===== src/rtl/regfile_sb.sv =====
// Integer register file x0..x31 with one writeback port, same-cycle write-through
// bypass on both read ports, and a per-register load-pending scoreboard that stalls decode.
module regfile_sb #(
  parameter int XLEN          = 32,
  parameter int REG_NUM       = 32,
  parameter int REG_IDX_WIDTH = 5
) (
  input  logic                     clk_i,
  input  logic                     rst_n_i,
  input  logic [REG_IDX_WIDTH-1:0] rs1_idx_i,
  input  logic                     rs1_en_i,
  input  logic [REG_IDX_WIDTH-1:0] rs2_idx_i,
  input  logic                     rs2_en_i,
  output logic [XLEN-1:0]          rs1_rdata_o,
  output logic [XLEN-1:0]          rs2_rdata_o,
  input  logic                     wb_rd_en_i,
  input  logic [REG_IDX_WIDTH-1:0] wb_rd_idx_i,
  input  logic [XLEN-1:0]          wb_rd_wdata_i,
  input  logic                     ld_issue_en_i,
  input  logic [REG_IDX_WIDTH-1:0] ld_issue_idx_i,
  output logic                     ld_stall_o
);

  // Entry 0 is never written and busy[0] is never set, so x0 stays hard-wired to zero.
  logic [XLEN-1:0]    regs [REG_NUM];
  logic [REG_NUM-1:0] busy;
  logic [REG_NUM-1:0] busy_nxt;
  logic               wb_write;
  logic               wb_hit1;
  logic               wb_hit2;

  assign wb_write = wb_rd_en_i && (wb_rd_idx_i != '0);
  assign wb_hit1  = wb_rd_en_i && (wb_rd_idx_i == rs1_idx_i) && (rs1_idx_i != '0);
  assign wb_hit2  = wb_rd_en_i && (wb_rd_idx_i == rs2_idx_i) && (rs2_idx_i != '0);

  // Set is applied after clear so a load issuing to the register being written back keeps it busy.
  always_comb begin
    busy_nxt = busy;
    if (wb_write) begin
      busy_nxt[wb_rd_idx_i] = 1'b0;
    end
    if (ld_issue_en_i && (ld_issue_idx_i != '0)) begin
      busy_nxt[ld_issue_idx_i] = 1'b1;
    end
    busy_nxt[0] = 1'b0;
  end

  always_ff @(posedge clk_i or negedge rst_n_i) begin
    if (!rst_n_i) begin
      for (int i = 0; i < REG_NUM; i++) begin
        regs[i] <= '0;
      end
      busy <= '0;
    end else begin
      if (wb_write) begin
        regs[wb_rd_idx_i] <= wb_rd_wdata_i;
      end
      busy <= busy_nxt;
    end
  end

  always_comb begin
    rs1_rdata_o = '0;
    if (rs1_en_i && (rs1_idx_i != '0)) begin
      rs1_rdata_o = wb_hit1 ? wb_rd_wdata_i : regs[rs1_idx_i];
    end
  end

  always_comb begin
    rs2_rdata_o = '0;
    if (rs2_en_i && (rs2_idx_i != '0)) begin
      rs2_rdata_o = wb_hit2 ? wb_rd_wdata_i : regs[rs2_idx_i];
    end
  end

  // A register being written back this cycle is served by the bypass rather than stalled.
  assign ld_stall_o = (rs1_en_i && busy[rs1_idx_i] && !wb_hit1) ||
                      (rs2_en_i && busy[rs2_idx_i] && !wb_hit2);

endmodule


===== config.mk =====
export PLATFORM = sky130hd
export DESIGN_NAME = regfile_sb
export DESIGN_NICKNAME = d
export VERILOG_FILES = /design/src/rtl/regfile_sb.sv
export SDC_FILE = /design/constraint.sdc
export NUM_CORES = 2
export LEC_CHECK = 0
export CELL_PAD_IN_SITES_DETAIL_PLACEMENT = 0
export CELL_PAD_IN_SITES_GLOBAL_PLACEMENT = 2
export CORE_ASPECT_RATIO = 0.6
export CORE_MARGIN = 1.5
export CORE_UTILIZATION = 46
export DETAILED_ROUTE_END_ITERATION = 8
export PLACE_DENSITY_LB_ADDON = 0.05
export SLEW_MARGIN = 20
export SYNTH_ARGS = -nofsm -noshare
export SYNTH_HDL_FRONTEND = slang
export SYNTH_SLANG_ARGS = --single-unit

===== constraint.sdc =====
create_clock -name clk_i -period 3.3 [get_ports clk_i]
set_clock_uncertainty 0.05 [all_clocks]
set_input_delay 0.66 -clock clk_i [delete_from_list [all_inputs] [get_ports clk_i]]
set_output_delay 0.66 -clock clk_i [all_outputs]
set_load 0.02 [all_outputs]

### After elaboration in Yosys (flattened, before gate mapping)

Cells that the tools add are included.
Widths: inputs -> output; s select.

* register bits: 1055
* output and inout port bits: 65
* word-level logic and storage cells: 96

* magnitude comparators: 10
* equality and inequality tests: 2
* muxes and demuxes: 23
* bitwise gates (word level): 6
* reductions and logical operators: 22

Operators by type and width (count)
* $bwmux 1024: 1
* $mux 32: 11
* $bmux 32 s5: 2
* $demux 32 s5: 1
* $and 32x32->32: 1
* $not 32->32: 1
* $or 32x32->32: 1
* $lt 5x6->1 const B: 4
* $reduce_bool 5->1: 4
* $ge 6x6->1 const B: 3
* $not 5->6: 3
* $logic_and 1x1->1: 15
* $bmux 1 s5: 2
* $demux 1 s5: 2
* $eq 5x5->1: 2
* $ge 5x1->1 const B: 2
* $lt 6x1->1 const B: 1
* $mux 1: 4
* $logic_not 1->1: 2
* $logic_or 1x1->1: 1

### Depth between registers and ports, before layout

* word-level depth: 9
* gate-level depth with buffers: 10
* depth with buffers taken out: 5

### Worst setup path before layout

Ideal clock, no wire load.

* path kind: in2out
* start point: input rs1_idx_i[0]
* end point: output rs1_rdata_o[1]
* arrival time: 2.422 ns
* required time: 2.590 ns
* path slack: 0.168 ns
* stages: 9
* path buffers: 4
* cell sequence: buf_4 buf_12 buf_12 buf_12 mux2i_1 a221o_1 a211oi_1 nor3_1 nor3_1

* longest elaborated chain between the ends: 6
* elaborated cells between the ends (all ways): 11

Ends and longest elaborated chain
* start, declared: RTL line 10 `input logic [REG_IDX_WIDTH-1:0] rs1_idx_i,`
* $not 5->6 (not written as such): RTL line 65 `rs1_rdata_o = wb_hit1 ? wb_rd_wdata_i : regs[rs1_idx_i];`
* $bmux 32 s5: RTL line 65
* $mux 32 (not written as such) (2 in series): RTL line 65
* $mux 32: RTL line 65
* $mux 32 *: RTL line 64 `if (rs1_en_i && (rs1_idx_i != '0)) begin`
* end, declared: RTL line 14 `output logic [XLEN-1:0] rs1_rdata_o,`

Every way passes the cells marked *; elsewhere a longest branch is shown, timed or not. The select of a mux whose other input is x is not followed.

### Worst setup path after layout

* start point: register regs[287] (netlist bit)
* end point: output rs2_rdata_o[31]

* longest elaborated chain between the ends: 5

Ends and longest elaborated chain
* start, declared: RTL line 25 `logic [XLEN-1:0] regs [REG_NUM];`
* start signal, assigned by index: RTL line 56 `regs[wb_rd_idx_i] <= wb_rd_wdata_i;`
* $bmux 32 s5: RTL line 72 `rs2_rdata_o = wb_hit2 ? wb_rd_wdata_i : regs[rs2_idx_i];`
* $mux 32 (not written as such) (2 in series): RTL line 72
* $mux 32: RTL line 72
* $mux 32: RTL line 71 `if (rs2_en_i && (rs2_idx_i != '0)) begin`
* end, declared: RTL line 15 `output logic [XLEN-1:0] rs2_rdata_o,`

No other way between the ends. The select of a mux whose other input is x is not followed.

==> qor.tcl <==
set qor(ys.warnings.count) 0
set qor(mappedNetlistArea_sq_um) 57300
set qor(rows) 100
set qor(topRoutingLayerUsed) {met5}
set qor(routedLengthMet1_mm) 105
set qor(deepest_level_of_the_cts_h_tree) 3
set qor(max-vdd-ir-drop_mv) 0.423
set qor(achievable-frequency_ghz) 0.289
set qor(first_global_vias) 43900
set qor(hold_path_end) {regs[1007]$_DFFE_PN0P_}
set qor(synth-main-ff-cell) {dfrtp_1}
set qor(worst_setup_hold_path_clk_slew_ps) 60
set qor(p_per_area_nw_per_um2) 543
set qor(reg2reg_slack_ps) 2240
set qor(cts_tree) {done}
set qor(dp.final_hpwl_mm) 161
set qor(dr_wl_met2_mm) 104
set qor(worstSetupEndpointType) {primary output}
set qor(max_cap_violations) 0
set qor(clock_latency_on_the_worst_skew_pair_ps) 740
set qor(gp_congestion) 0.933
set qor(global_route.usage.total_pct) 38.1
set qor(drt_first_iter_violations) 4878
set qor(rsz0062_at_grt) {true}
set qor(max_slew.worst_pin.slew_ps) 724
set qor(finalCriticalPeriod_ps) 3460
set qor(synth.distinct_cells) 63
set qor(start_util_pct) 46.3
set qor(worstSetupStartpointType) {flip-flop}
set qor(min_path_cells) 0
set qor(placeableCoreArea_sq_um) 124000
set qor(hold_start) {regs[1007]$_DFFE_PN0P_}
set qor(layout.cells.most_common_list) {mux2_2 (1,177), dfrtp_1 (1,055), buf_4 (482), mux4_2 (390), buf_12 (210)}
set qor(status) {finished with violations}
set qor(critPathRequiredTime_ps) 2590
set qor(io_pins) 123
set qor(cts_buffers) 107
set qor(wire_length_of_the_first_global_routing_pass_mm) 342
set qor(r2r_start) {regs[272]$_DFFE_PN0P_}
set qor(drc_errors) 0
set qor(path_max_fanout) 3
set qor(ys_seq_elements) 1055
set qor(n_fill_cell) 9209
set qor(nNetsFinal) 4713
set qor(failed_checks) {setup timing}
set qor(crit_path_top_delay_cell) {mux4_2}
set qor(routed_wire_length_per_instance_um) 38.3
set qor(fin_crit_sh_pct) 105
set qor(cts_sinks) 1055
set qor(dieWidth_um) 459
set qor(maximum_number_of_pins_on_one_net_before_global_route_repair) 117
set qor(postSynthCellCount) 4082
set qor(met3RoutedLength_mm) 26.8
set qor(final_antenna_net_count) 0
set qor(die-area_sq_um) 127000
set qor(timing.slew.headroom_pct) 51.6
set qor(num_vias) 43200
set qor(antenna_found_initial) 7
set qor(synthesis.nets) 4140
set qor(worst-endpoint-arrival_ps) 2750
set qor(clk_root_buffer_cell) {clkbuf_16}
set qor(finish.cell_count_without_fillers) 6373
set qor(static-leakage-power_nw) 32.6
set qor(synth-async-reset-ratio_pct) 100
set qor(synth_area_per_cell_sq_um) 14.0
set qor(critical_path_class) {reg2out}
set qor(finalHoldViolCount) 0
set qor(layout-drive-gt1-share_pct) 65.8
set qor(critical_path.reg2reg.endpoint) {regs[272]$_DFFE_PN0P_}
set qor(portbufs) 122
set qor(slew_violations) 0
set qor(clk_path_buf_depth) 3
set qor(area.growth.synth_to_final_pct) 32.2
set qor(finalSetupViolations) 50
set qor(die-height_um) 276
set qor(utilization_pct) 61.2
set qor(drt_wl_total_mm) 244
set qor(worst_min_path_class) {reg2reg}
set qor(detail_route.first_pass.iterations) 6
set qor(layout.cells.most_common) {mux2_2}
set qor(placed_cells) 5992
set qor(synth_sequential_area_ratio_pct) 46.1
set qor(worst_r2r_path_depth) 3
set qor(post_drt_via_cell_ratio) 6.78
set qor(critical_path.cell_chain) {mux4_2 -> mux2_4 -> and3_4 -> nor4_4 -> nor3_2 -> buf_2}
set qor(number_of_synthesized_flops_with_an_enable_pin) 0
set qor(total_power_mw) 41.1
set qor(worst_path_largest_cell_delay_ps) 560
set qor(finalWorstSetupSlack_ps) -158
set qor(grt-ovfl-total) 0
[logic make-up (layout without fill, tap and decap cells)]
group,Yosys count,count (layout),share of synthesized area [%]
buf+inv,485,1142,4.56
simple gates,533,533,4.49
compound gates,314,314,4.16
flops,1055,1055,46.1
mux,1686,1686,40.6
xor+xnor,9,9,0.138
other cells,0,2,0
[Yosys cell counts (3+ instances only)]
master / n / share of area [%]
and3b_1: 3 / 0.046
mux2_2: 1184 / 23
nor3b_1: 3 / 0.039
nor2_1: 199 / 1.3
buf_2: 138 / 1.2
xor2_1: 3 / 0.046
inv_1: 17 / 0.11
nand4_1: 3 / 0.033
o31ai_1: 4 / 0.052
nor4_1: 26 / 0.28
clkbuf_1: 209 / 1.4
buf_4: 60 / 0.79
a2111oi_0: 30 / 0.46
a211oi_1: 20 / 0.26
nand2_1: 34 / 0.22
a22o_1: 11 / 0.17
nand4b_1: 3 / 0.046
nor3_1: 197 / 1.7
nor3_2: 6 / 0.10
and3_1: 5 / 0.055
nand2b_1: 9 / 0.098
nand3b_1: 4 / 0.052
dfrtp_1: 1055 / 46
or3_1: 3 / 0.033
a21oi_1: 3 / 0.026
mux4_2: 390 / 15
o2111ai_1: 3 / 0.046
o22ai_1: 143 / 1.6
o221ai_1: 52 / 0.79
o21ai_0: 3 / 0.026
nand3_1: 5 / 0.044
buf_6: 34 / 0.67
a221o_1: 29 / 0.51
or2_2: 3 / 0.033
mux2i_1: 108 / 1.9
buf_12: 5 / 0.17
xnor2_1: 6 / 0.092
buf_1: 15 / 0.098
nor2b_1: 20 / 0.22
buf_8: 5 / 0.13
a32o_1: 4 / 0.070
[per-stage QoR]
step | hold slack (ps) | area (sq um) | setup WS, ps | setup TNS, ps
3_3_place_gp | 331 | 65200 | -1430 | -67420
3_5_place_dp | 335 | 65200 | -1400 | -66370
5_1_grt | 355 | 75800 | -187 | -4530
6_report | 349 | 75800 | -158 | -2710
2_1_floorplan | 314 | 57300 | 168 | 0
4_1_cts | 349 | 74100 | -124 | -2590
[metal layers]
metal / vias up / global-route usage [%]
met5: - / 0
met2: 2421 / 53.7
li1: 16900 / -
met3: 451 / 10.9
met1: 23500 / 56.6
met4: 4 / 11.8
[flip-flops by register name (all words and copies together), names as in the netlist]
name / cells
busy: 31
regs: 1024
[where the power goes]
group          leakage (nW)  internal (mW)  total, mW  switching (mW)
registers              13.5           15.4       17.3            1.93
logic                  17.4           6.03       10.9            4.87
clock network          1.77           7.23       12.9            5.67
[repair_timing]
action	in CTS	in global routing
hold buffers	1	0
resized for setup	1045	260
endpoints found under the setup margin	65	64
hold endpoints to repair	44	0
setup buffers	154	55
cloned	28	7
pin swaps	177	134
[cell type report]
class / instances / area (sq um) / share of cell area (%)
clock buffer: 149 / 3010 / 3.96
antenna: 2 / 5.00 / 0.00660
inverter: 18 / 71.3 / 0.0941
sequential: 1055 / 26400 / 34.8
timing repair buffer: 931 / 11500 / 15.1
multi-input combinational: 2542 / 32200 / 42.5
tap: 1632 / 2040 / 2.69
clock inverter: 44 / 592 / 0.781
[critical path: cells and delay by family (launching register included)]
family | cells | cell delay, ps
muxes | 2 | 850
DFF | 1 | 400
buffers and inverters | 1 | 170
and+or+nand+nor | 3 | 580
[how the worst max path moves through the flow]
stage | from | end | depth (start not counted)
after floorplan | rs1_idx_i[0] | rs1_rdata_o[1] | 9
after global placement | rs1_idx_i[4] | rs1_rdata_o[13] | 12
after detailed placement | rs1_idx_i[4] | rs1_rdata_o[13] | 12
after CTS | regs[284]$_DFFE_PN0P_ | rs2_rdata_o[28] | 6
after global routing | rs1_idx_i[0] | rs1_rdata_o[14] | 11
final | regs[287]$_DFFE_PN0P_ | rs2_rdata_o[31] | 6
Note: power is estimated with default switching activity, not from simulation.
